`src/rtl/bnn_pkg.sv`:
```
// rtl/bnn_pkg.sv - shared sizing constants and loader state type for the flatten input loader
package bnn_pkg;

    localparam int NUM_INPUTS_DEF = 196;
    localparam int BYTE_W_DEF     = 8;
    localparam int NUM_BYTES_DEF  = (NUM_INPUTS_DEF + BYTE_W_DEF - 1) / BYTE_W_DEF;
    localparam int FRAME_CNT_W    = 8;

    typedef enum logic {
        LOAD = 1'b0,
        FULL = 1'b1
    } load_state_t;

endpackage

```
`src/rtl/flatten_input_loader.sv`:
```
// rtl/flatten_input_loader.sv - assembles a byte stream into one feature vector per frame
// Optional: FLATTEN_LOADER_LAST_CHECK_EN adds in_last framing check and sticky frame_err.
module flatten_input_loader
    import bnn_pkg::*;
#(
    parameter int NUM_INPUTS = NUM_INPUTS_DEF,
    parameter int BYTE_W     = BYTE_W_DEF
) (
    input  logic                   clock,
    input  logic                   reset,
    input  logic [BYTE_W-1:0]      in_data,
    input  logic                   in_valid,
    output logic                   in_ready,
`ifdef FLATTEN_LOADER_LAST_CHECK_EN
    input  logic                   in_last,
    output logic                   frame_err,
`endif
    output logic [NUM_INPUTS-1:0]  data_out,
    output logic                   vec_valid,
    input  logic                   vec_ready,
    output logic [FRAME_CNT_W-1:0] frame_cnt
);

    localparam int NUM_BYTES = (NUM_INPUTS + BYTE_W - 1) / BYTE_W;
    localparam int IDX_W     = (NUM_BYTES > 1) ? $clog2(NUM_BYTES) : 1;
    localparam logic [IDX_W-1:0] LAST_IDX = IDX_W'(NUM_BYTES - 1);

    load_state_t             state_q, state_d;
    logic [IDX_W-1:0]        idx_q;
    logic [NUM_INPUTS-1:0]   data_q;
    logic [FRAME_CNT_W-1:0]  frame_cnt_q;
    logic                    accept;
    logic                    last_byte;
    logic                    frame_bad;
    logic                    handshake;

    assign last_byte = (idx_q == LAST_IDX);

`ifdef FLATTEN_LOADER_LAST_CHECK_EN
    logic frame_err_q;

    // in_last must mark exactly the final byte of a frame; any disagreement drops the frame.
    assign frame_bad = accept && (in_last != last_byte);
    assign frame_err = frame_err_q;

    always_ff @(posedge clock) begin
        if (reset) begin
            frame_err_q <= 1'b0;
        end else if (frame_bad) begin
            frame_err_q <= 1'b1;
        end
    end
`else
    assign frame_bad = 1'b0;
`endif

    always_comb begin
        state_d   = state_q;
        in_ready  = 1'b0;
        vec_valid = 1'b0;
        accept    = 1'b0;
        handshake = 1'b0;
        case (state_q)
            LOAD: begin
                in_ready = 1'b1;
                accept   = in_valid;
                if (accept && last_byte && !frame_bad) begin
                    state_d = FULL;
                end
            end
            FULL: begin
                vec_valid = 1'b1;
                handshake = vec_ready;
                if (vec_ready) begin
                    state_d = LOAD;
                end
            end
            default: state_d = LOAD;
        endcase
    end

    always_ff @(posedge clock) begin
        if (reset) begin
            state_q     <= LOAD;
            idx_q       <= '0;
            data_q      <= '0;
            frame_cnt_q <= '0;
        end else begin
            state_q <= state_d;
            if (accept) begin
                idx_q <= (last_byte || frame_bad) ? '0 : idx_q + 1'b1;
                // Per-bit write so bits of the final byte beyond NUM_INPUTS simply have no target.
                for (int i = 0; i < NUM_INPUTS; i++) begin
                    if (idx_q == IDX_W'(i / BYTE_W)) begin
                        data_q[i] <= in_data[i % BYTE_W];
                    end
                end
            end
            if (handshake) begin
                frame_cnt_q <= frame_cnt_q + 1'b1;
            end
        end
    end

    assign data_out  = data_q;
    assign frame_cnt = frame_cnt_q;

endmodule

```
`config.mk`:
```
export PLATFORM = sky130hd
export DESIGN_NAME = flatten_input_loader
export DESIGN_NICKNAME = d
export VERILOG_FILES = /design/src/rtl/bnn_pkg.sv /design/src/rtl/flatten_input_loader.sv
export SDC_FILE = /design/constraint.sdc
export NUM_CORES = 1
export LEC_CHECK = 0
export BUFFER_PORTS_ARGS = -buffer_cell sky130_fd_sc_hd__buf_2
export CAP_MARGIN = 20
export CORE_ASPECT_RATIO = 0.9
export CORE_MARGIN = 2
export CORE_UTILIZATION = 48
export DETAILED_ROUTE_END_ITERATION = 7
export GPL_ROUTABILITY_DRIVEN = 0
export PLACE_DENSITY_LB_ADDON = 0.25
export SYNTH_ARGS = -nofsm -noshare
export SYNTH_HDL_FRONTEND = slang
export SYNTH_SLANG_ARGS = --single-unit
```
`constraint.sdc`:
```
create_clock -name clock -period 1.5 [get_ports clock]
set_input_delay 0.225 -clock clock [delete_from_list [all_inputs] [get_ports clock]]
set_output_delay 0.225 -clock clock [all_outputs]
set_load 0.005 [all_outputs]
```
==> results of run 1 <==
-- how the worst max path moves through the flow --
| stage | from | endpoint | slack, ns | cells past startpoint |
|---|---|---|---|---|
| 5_1_grt | idx_q[0]$_SDFFE_PP0P_ | data_out[127]$_SDFFE_PP0P_ | -0.07 | 7 |
| 4_1_cts | idx_q[0]$_SDFFE_PP0P_ | data_out[23]$_SDFFE_PP0P_ | -0.05 | 5 |
| 3_3_place_gp | idx_q[0]$_SDFFE_PP0P_ | data_out[127]$_SDFFE_PP0P_ | -0.05 | 7 |
| 2_1_floorplan | idx_q[0]$_SDFFE_PP0P_ | data_out[0]$_SDFFE_PP0P_ | -0.0009 | 7 |
| 6_report | idx_q[0]$_SDFFE_PP0P_ | data_out[127]$_SDFFE_PP0P_ | 0.0004 | 7 |
| 3_5_place_dp | idx_q[0]$_SDFFE_PP0P_ | data_out[124]$_SDFFE_PP0P_ | -0.08 | 7 |
-- power by group --
part / switching, mW / total [mW] / internal (mW)
Sequential: 0.0222 / 5.63 / 5.61
Clock: 2.19 / 5.46 / 3.27
Combinational: 0.325 / 0.577 / 0.252
-- stage by stage --
step / area (µm²) / util / worst slack (ns) / instances
finish: 10840 / 0.6356 / 0.0003753 / 1248
global route: 10840 / 0.6356 / -0.06781 / 1248
CTS: 10730 / 0.6291 / -0.05107 / 1245
detailed placement: 9950 / 0.5832 / -0.07984 / 1206
global placement: 9950 / 0.5832 / -0.04911 / 1206
floorplan: 8459 / - / -0.0008570 / 774
-- cell usage after synthesis (all sizes together) --
| master | count |
|---|---|
| nand4 | 3 |
| or3 | 4 |
| inv | 7 |
| ha | 6 |
| o21ai | 12 |
| buf | 20 |
| nand3b | 3 |
| nor2 | 11 |
| dfxtp | 210 |
| nand3 | 23 |
| a211oi | 1 |
| xor2 | 2 |
| or4 | 2 |
| and4bb | 4 |
| a21oi | 18 |
| nand2 | 18 |
| nor2b | 1 |
| nand2b | 189 |
| nor3 | 1 |
| o31ai | 2 |
| and2b | 1 |
| and3b | 1 |
| nor3b | 1 |
| xnor2 | 1 |
| mux2i | 188 |
| or2b | 1 |
| a311o | 3 |
| or3b | 1 |
| clkbuf | 37 |
| and3 | 3 |
-- flip-flops by register name, summed over array words and instances (netlist names) --
name / count
data_out: 196
state_q: 1
idx_q: 5
frame_cnt: 8
-- metal layers --
metal,vias to the layer above,GRT usage
met3,31,0.04807
li1,3048,-
met2,182,0.3681
met5,-,0
met4,0,0.05536
met1,3033,0.3069
-- layout by cell type (no fill, tap or decap), drive strengths merged, types with 2 or more instances in the layout --
master,Yosys,layout
and4bb,4,4
nand3b,3,3
nand4,3,3
clkinv,0,5
xor2,2,2
inv,7,8
or3,4,4
nand2b,189,189
clkbuf,37,31
o21ai,12,12
dfxtp,210,210
a311o,3,3
o31ai,2,2
nand2,18,18
mux2i,188,188
ha,6,6
nor2,11,11
and3,3,3
nand3,23,23
a21oi,18,18
or4,2,2
buf,20,256
-- cells by family (layout without fill, tap and decap cells) --
family | Yosys count | count (layout) | share of synthesized area
buf+inv | 64 | 303 | 0.03575
xor+xnor | 3 | 3 | 0.003116
compound gates | 36 | 36 | 0.02403
mux | 188 | 188 | 0.2231
fa+ha+maj | 6 | 6 | 0.008901
simple gates | 267 | 267 | 0.2066
flops | 210 | 210 | 0.4984
-- worst register-to-register path, delay by kind of cell (launching register included) --
family | cells | cell delay [ns]
adder cells (fa/ha/maj) | 2 | 0.31
buffers and inverters | 1 | 0.15
flip-flops | 1 | 0.36
multiplexers | 1 | 0.20
AND/OR/NAND/NOR | 3 | 0.36
-- layout make-up --
class | instances | area [µm²] | area share
multi-input cells | 500 | 4061 | 0.3745
well taps | 235 | 294.0 | 0.02711
repair buffers | 257 | 1504 | 0.1387
clock buffers | 31 | 665.6 | 0.06138
flip-flops and latches | 210 | 4219 | 0.3891
clock inverters | 8 | 73.82 | 0.006807
inverters | 7 | 26.28 | 0.002423
-- timing repair --
item / CTS / global route
endpoints found under the hold margin: 0 / 1
gates cloned: 0 / 0
resized for setup: 12 / 21
buffers inserted: 0 / 2
hold buffers: 0 / 1
pin swaps: 2 / 6
setup endpoints to repair: 113 / 129
==> impl_results.md, run 1 <==
* Root buf cell: clkbuf_16
* Antenna cells at 0
* Fmax at roughly 670 MHz
* Total gr overflow at 0
* Syn avg cell area at 10.90 µm²
* R2r endpoint: data_out[127]$_SDFFE_PP0P_
* R2R Path Start: idx_q[0]$_SDFFE_PP0P_
* Die width at roughly 140 µm
* Metal3 WL at 1.317 mm
* CP Buf/Inv Count at 1
* Post-synthesis cell area at ~8400 µm²
* Critical path arrival at between 1.5 and 2 ns
* Clock insertion delay at the later pin of the skew report at about 0.5 ns
* Critical Path Source Type: register
* CTS tree: built
* Wire per inst at around 17 µm
* Clock sink count at 210
* Ports at about 220
* IO buf count at between 200 and 250
* Most used cell, CP: ha_4
* Global-route wire length before repair at 33.40 mm
* Worst-case vdd ir drop at 919.6 µV
* Tot Pwr at 11.67 mW
* Final Hold Fails at 0
* Synth top area cells: dfxtp_1, mux2i_1, nand2b_1
* Static leakage at about 6 nW
* Critical path class: register to register
* DR vias at roughly 6.3k
* Highest metal used: met4
* WP data required at around 1.9 ns
* Largest area contributor in the netlist: dfxtp_1
* Met2 wire len at slightly below 10 mm
* DR iter-0 viols at 279
* Synth warn at 0
* H-tree depth at 1
* Total negative slack at 0 ns
* Initial antenna violation count at 0
* Post-route clock period utilization at 0.9997
* Slowest cell on crit path: dfxtp_4
* CP Capture Type: register
* Clock slew at reported path FFs at 0.06 ns
* Post-synthesis sequential area ratio at 0.4984
* Final ANT Viol Nets at 0
* Reg2Reg Setup Slack at approximately 0.00038 ns
* Die area at 18650 µm²
* Die H at 129.8 µm
* Total CTS buffers at 22
* DRC errors left at 0
* RSZ-0062 raised after global routing: yes
* Worst Reg-to-Reg Cells at 7
* Vias per Instance at between 5 and 6
* Least-Margin Pin Slew at between 0.5 and 0.6 ns
* PwrDens at ~1100 nW/µm²
* Worst Skew at 0.005594 ns
* Pin count of the biggest net entering global routing at 74
* Final-report max-slew violation count at 0
* Yosys reg bits at 210
* Crit path cell chain: ha_4 -> and3_4 -> ha_4 -> nand3b_1 -> buf_12 -> mux2i_2 -> nor2_1
* Core region area at between 15000 and 20000 µm²
* Max_slew headroom at 0.6330
* Final setup viols at 0
* Crit-path max FO at 8
* Run status: completed
* Worst path max stage delay at 0.36 ns
* Routed metal-1 wire length at roughly 9.7 mm
* Period minus WS final at 1.500 ns
* Min-Delay Path Class: primary input to register
* Row cnt at 45
* Vias in the first global route at around 6.0k
* Worst hold path endpoint: data_out[94]$_SDFFE_PP0P_
* Yosys cell types at 38
* Starting density of the core at 0.4944
* Area grow syn2layout at 28.57%
* Max Root-Sink Buffers at 3
* Layout cells sized above 1 at 0.3327
* Syn Nets at between 700 and 800
* Hold Crit Start: in_data[6]
* GRT Overall Usage at 0.2252
* Hpwl dp at roughly 15 mm
* Hold Path Cell Cnt at 3
* Pre-Repair DR Iteration Count at 4
* Fin Hold WS at 0.01651 ns
* Fill cell count at approximately 1.4k
* Synthesized netlist cell count at just under 800
* Synth top area share at 0.4984
* Final WL at roughly 21 mm
* Worst path top cell family by delay: flip-flops
* Nets at between 1k and 1.5k
* Max_cap viols at 0
Power figures use the tool's default switching activity.
==> run 2: changes to the inputs <==
--- a/config.mk
+++ b/config.mk
@@ -12,6 +12,7 @@
 export CORE_UTILIZATION = 48
 export DETAILED_ROUTE_END_ITERATION = 7
 export GPL_ROUTABILITY_DRIVEN = 0
+export HOLD_SLACK_MARGIN = 0.05
 export PLACE_DENSITY_LB_ADDON = 0.25
 export SYNTH_ARGS = -nofsm -noshare
 export SYNTH_HDL_FRONTEND = slang
==> run 2 against run 1 <==
Against the previous run: die area is the same; fmax is essentially flat; clock skew grew 0.00051 ns; combinational power grew 3%; critical path type unchanged; clock power is essentially flat; flip-flop and latch count is the same; non-clock buffer count grew 7; via count grew 0.32%.
==> impl_results.md, run 2 (synthesis results as in run 1) <==
* Run status: completed
* Root buf cell: clkbuf_16
* Most used cell, CP: ha_4
* Worst-case vdd ir drop at 920.8 µV (+0.13%)
* Die H at 129.8 µm (unchanged)
* Nets at 1023 (+0.69%)
* IO buf count at 217 (unchanged)
* Commonest non-fill, non-tap cell in the layout: buf_2
* Placed Area at 9950 µm² (unchanged)
* PwrDens at 1072 nW/µm² (-0.44%)
* Global-route wire length before repair at 33.58 mm (+0.54%)
* Max_slew headroom at 0.6212 (-0.01173)
* Fin Hold WS at 0.06752 ns (+0.05101 ns)
* Hold Path Cell Cnt at 3 (unchanged)
* Worst hold path endpoint: frame_cnt[1]$_SDFFE_PP0P_
* Final Cell Area at 10910 µm² (+0.65%)
* Fmax at 666.8 MHz (about the same)
* Max Root-Sink Buffers at 3 (unchanged)
* Reg2Reg Setup Slack at 0.0003 ns (about the same)
* Max reg flops at 196 (unchanged)
* Tot Pwr at 11.70 mW (+0.20%)
* GRT Max-Usage Layer: met2
* Area grow syn2layout at 29.40%
* Layout cells sized above 1 at 0.3304 (-0.002283)
* Worst Skew at 0.006099 ns (+0.0005052 ns)
* Total CTS buffers at 22 (unchanged)
* Pin count of the biggest net entering global routing at 74 (unchanged)
* Wire per inst at 17.19 µm (+0.18%)
* DR iter-0 viols at 240 (-14%)
* Clock insertion delay at the later pin of the skew report at 0.50 ns (about the same)
* Crit-path max FO at 8 (unchanged)
* Max_cap viols at 0 (unchanged)
* Clock sink count at 210 (unchanged)
* CP Capture Type: register
* Critical path class: register to register
* Final setup viols at 0 (unchanged)
* Min-Delay Path Class: primary input to register
* Starting density of the core at 0.4944 (unchanged)
* Vias per Instance at 5.031 (-0.24%)
* Least-Margin Pin Slew at 0.5657 ns (+0.01752 ns)
* CTS tree: built
* Critical Path Source Type: register
* Pre-Repair DR Iteration Count at 4 (unchanged)
* Die width at 143.7 µm (unchanged)
* Row cnt at 45 (unchanged)
* Antenna cells at 0 (unchanged)
* Hpwl dp at 14.53 mm (unchanged)
* Global Route met2 Usage at 0.3723 (+0.004202)
* Critical path arrival at 1.88 ns (about the same)
* Vias in the first global route at 6107 (+1.0%)
* Worst Reg-to-Reg Cells at 7 (unchanged)
* Fill cell count at 1395 (-0.99%)
* R2R Path Start: idx_q[0]$_SDFFE_PP0P_
* Final WL at 21.58 mm (+0.74%)
* M3 GR Usage at 0.04807 (unchanged)
* Core region area at 17060 µm² (unchanged)
* Final setup margin at 0.0002982 ns (-0.00007705 ns)
* Ports at 218 (unchanged)
* GRT Overall Usage at 0.2264 (+0.001179)
* Die area at 18650 µm² (unchanged)
* Total gr overflow at 0 (unchanged)
* Met1 Use GR at 0.3069 (unchanged)
* DR vias at 6314 (+0.32%)
* Pre-CTS setup slack at -0.07984 ns (unchanged)
* RSZ-0062 raised after global routing: yes
* Clock slew at reported path FFs at 0.06 ns (about the same)
* Final ANT Viol Nets at 0 (unchanged)
* H-tree depth at 1 (unchanged)
* Slowest cell on crit path: dfxtp_4
* Post-route clock period utilization at 0.9998 (about the same)
* Most frequent cells in the layout: buf_2, dfxtp_1, nand2b_1
* Worst path max stage delay at 0.36 ns (about the same)
* Period minus WS final at 1.500 ns (+0.00007705 ns)
* Setup crit start: idx_q[0]$_SDFFE_PP0P_
* DRC errors left at 0 (unchanged)
* Final-report max-slew violation count at 0 (unchanged)
* Static leakage at 5.885 nW (+0.50%)
* R2r endpoint: data_out[127]$_SDFFE_PP0P_
* WP data required at 1.88 ns (about the same)
* Initial antenna violation count at 0 (unchanged)
* Final Hold Fails at 0 (unchanged)
* Hold Crit Start: vec_ready
* Crit path cell chain: ha_4 -> and3_4 -> ha_4 -> nand3b_1 -> buf_12 -> mux2i_2 -> nor2_1
-- run 2: changes by cell type in the layout (fill, tap and decap cells not counted), sizes merged --
cell         delta
dlygate4sd3     +7
-- run 2: final cells by class --
| class | count | area [µm²] | share of cell area |
|---|---|---|---|
| clock buffers | 31 | 665.6 | 0.06099 |
| clock inverters | 8 | 73.82 | 0.006764 |
| inverters | 7 | 26.28 | 0.002407 |
| multi-input cells | 500 | 4061 | 0.3721 |
| flip-flops and latches | 210 | 4219 | 0.3866 |
| well taps | 235 | 294.0 | 0.02694 |
| repair buffers | 264 | 1574 | 0.1442 |
-- run 2: repair_timing --
action,4_1_cts,5_1_grt
resized for setup,12,21
buffers inserted,0,2
pin swaps,2,6
hold buffers,8,0
endpoints found under the hold margin,15,0
endpoints found under the setup margin,113,129
-- run 2: stage by stage --
step	setup TNS (ns)	instances	util
2_1_floorplan	-0.02057	774	-
3_3_place_gp	-0.3428	1206	0.5832
3_5_place_dp	-1.729	1206	0.5832
4_1_cts	-1.268	1253	0.6338
5_1_grt	-0.4190	1255	0.6398
6_report	0	1255	0.6398
-- run 2: worst max-delay path by stage --
stage / endpoint / slack [ns] / cells after the start
2_1_floorplan: data_out[0]$_SDFFE_PP0P_ / -0.0009 / 7
3_3_place_gp: data_out[127]$_SDFFE_PP0P_ / -0.05 / 7
3_5_place_dp: data_out[124]$_SDFFE_PP0P_ / -0.08 / 7
4_1_cts: data_out[23]$_SDFFE_PP0P_ / -0.05 / 5
5_1_grt: data_out[127]$_SDFFE_PP0P_ / -0.07 / 7
6_report: data_out[127]$_SDFFE_PP0P_ / 0.0003 / 7
-- run 2: worst max-delay path, delay by kind of cell (launching register included) --
family	cells	cell delay (ns)
mux	1	0.20
fa+ha+maj	2	0.31
simple gates	3	0.36
flops	1	0.36
buf+inv	1	0.15
-- run 2: layer usage --
metal	part of all wire	vias up
met3	0.055	31
met4	0.021	0
li1	-	3064
met1	0.46	3054
met2	0.47	165
met5	0	-
-- run 2: report_power, final --
part	total [mW]	leakage (nW)	internal [mW]	switching, mW
combinational	0.592	3.82	0.264	0.327
sequential	5.63	1.70	5.61	0.0221
clock	5.47	0.369	3.27	2.20
total	11.7	5.88	9.14	2.55
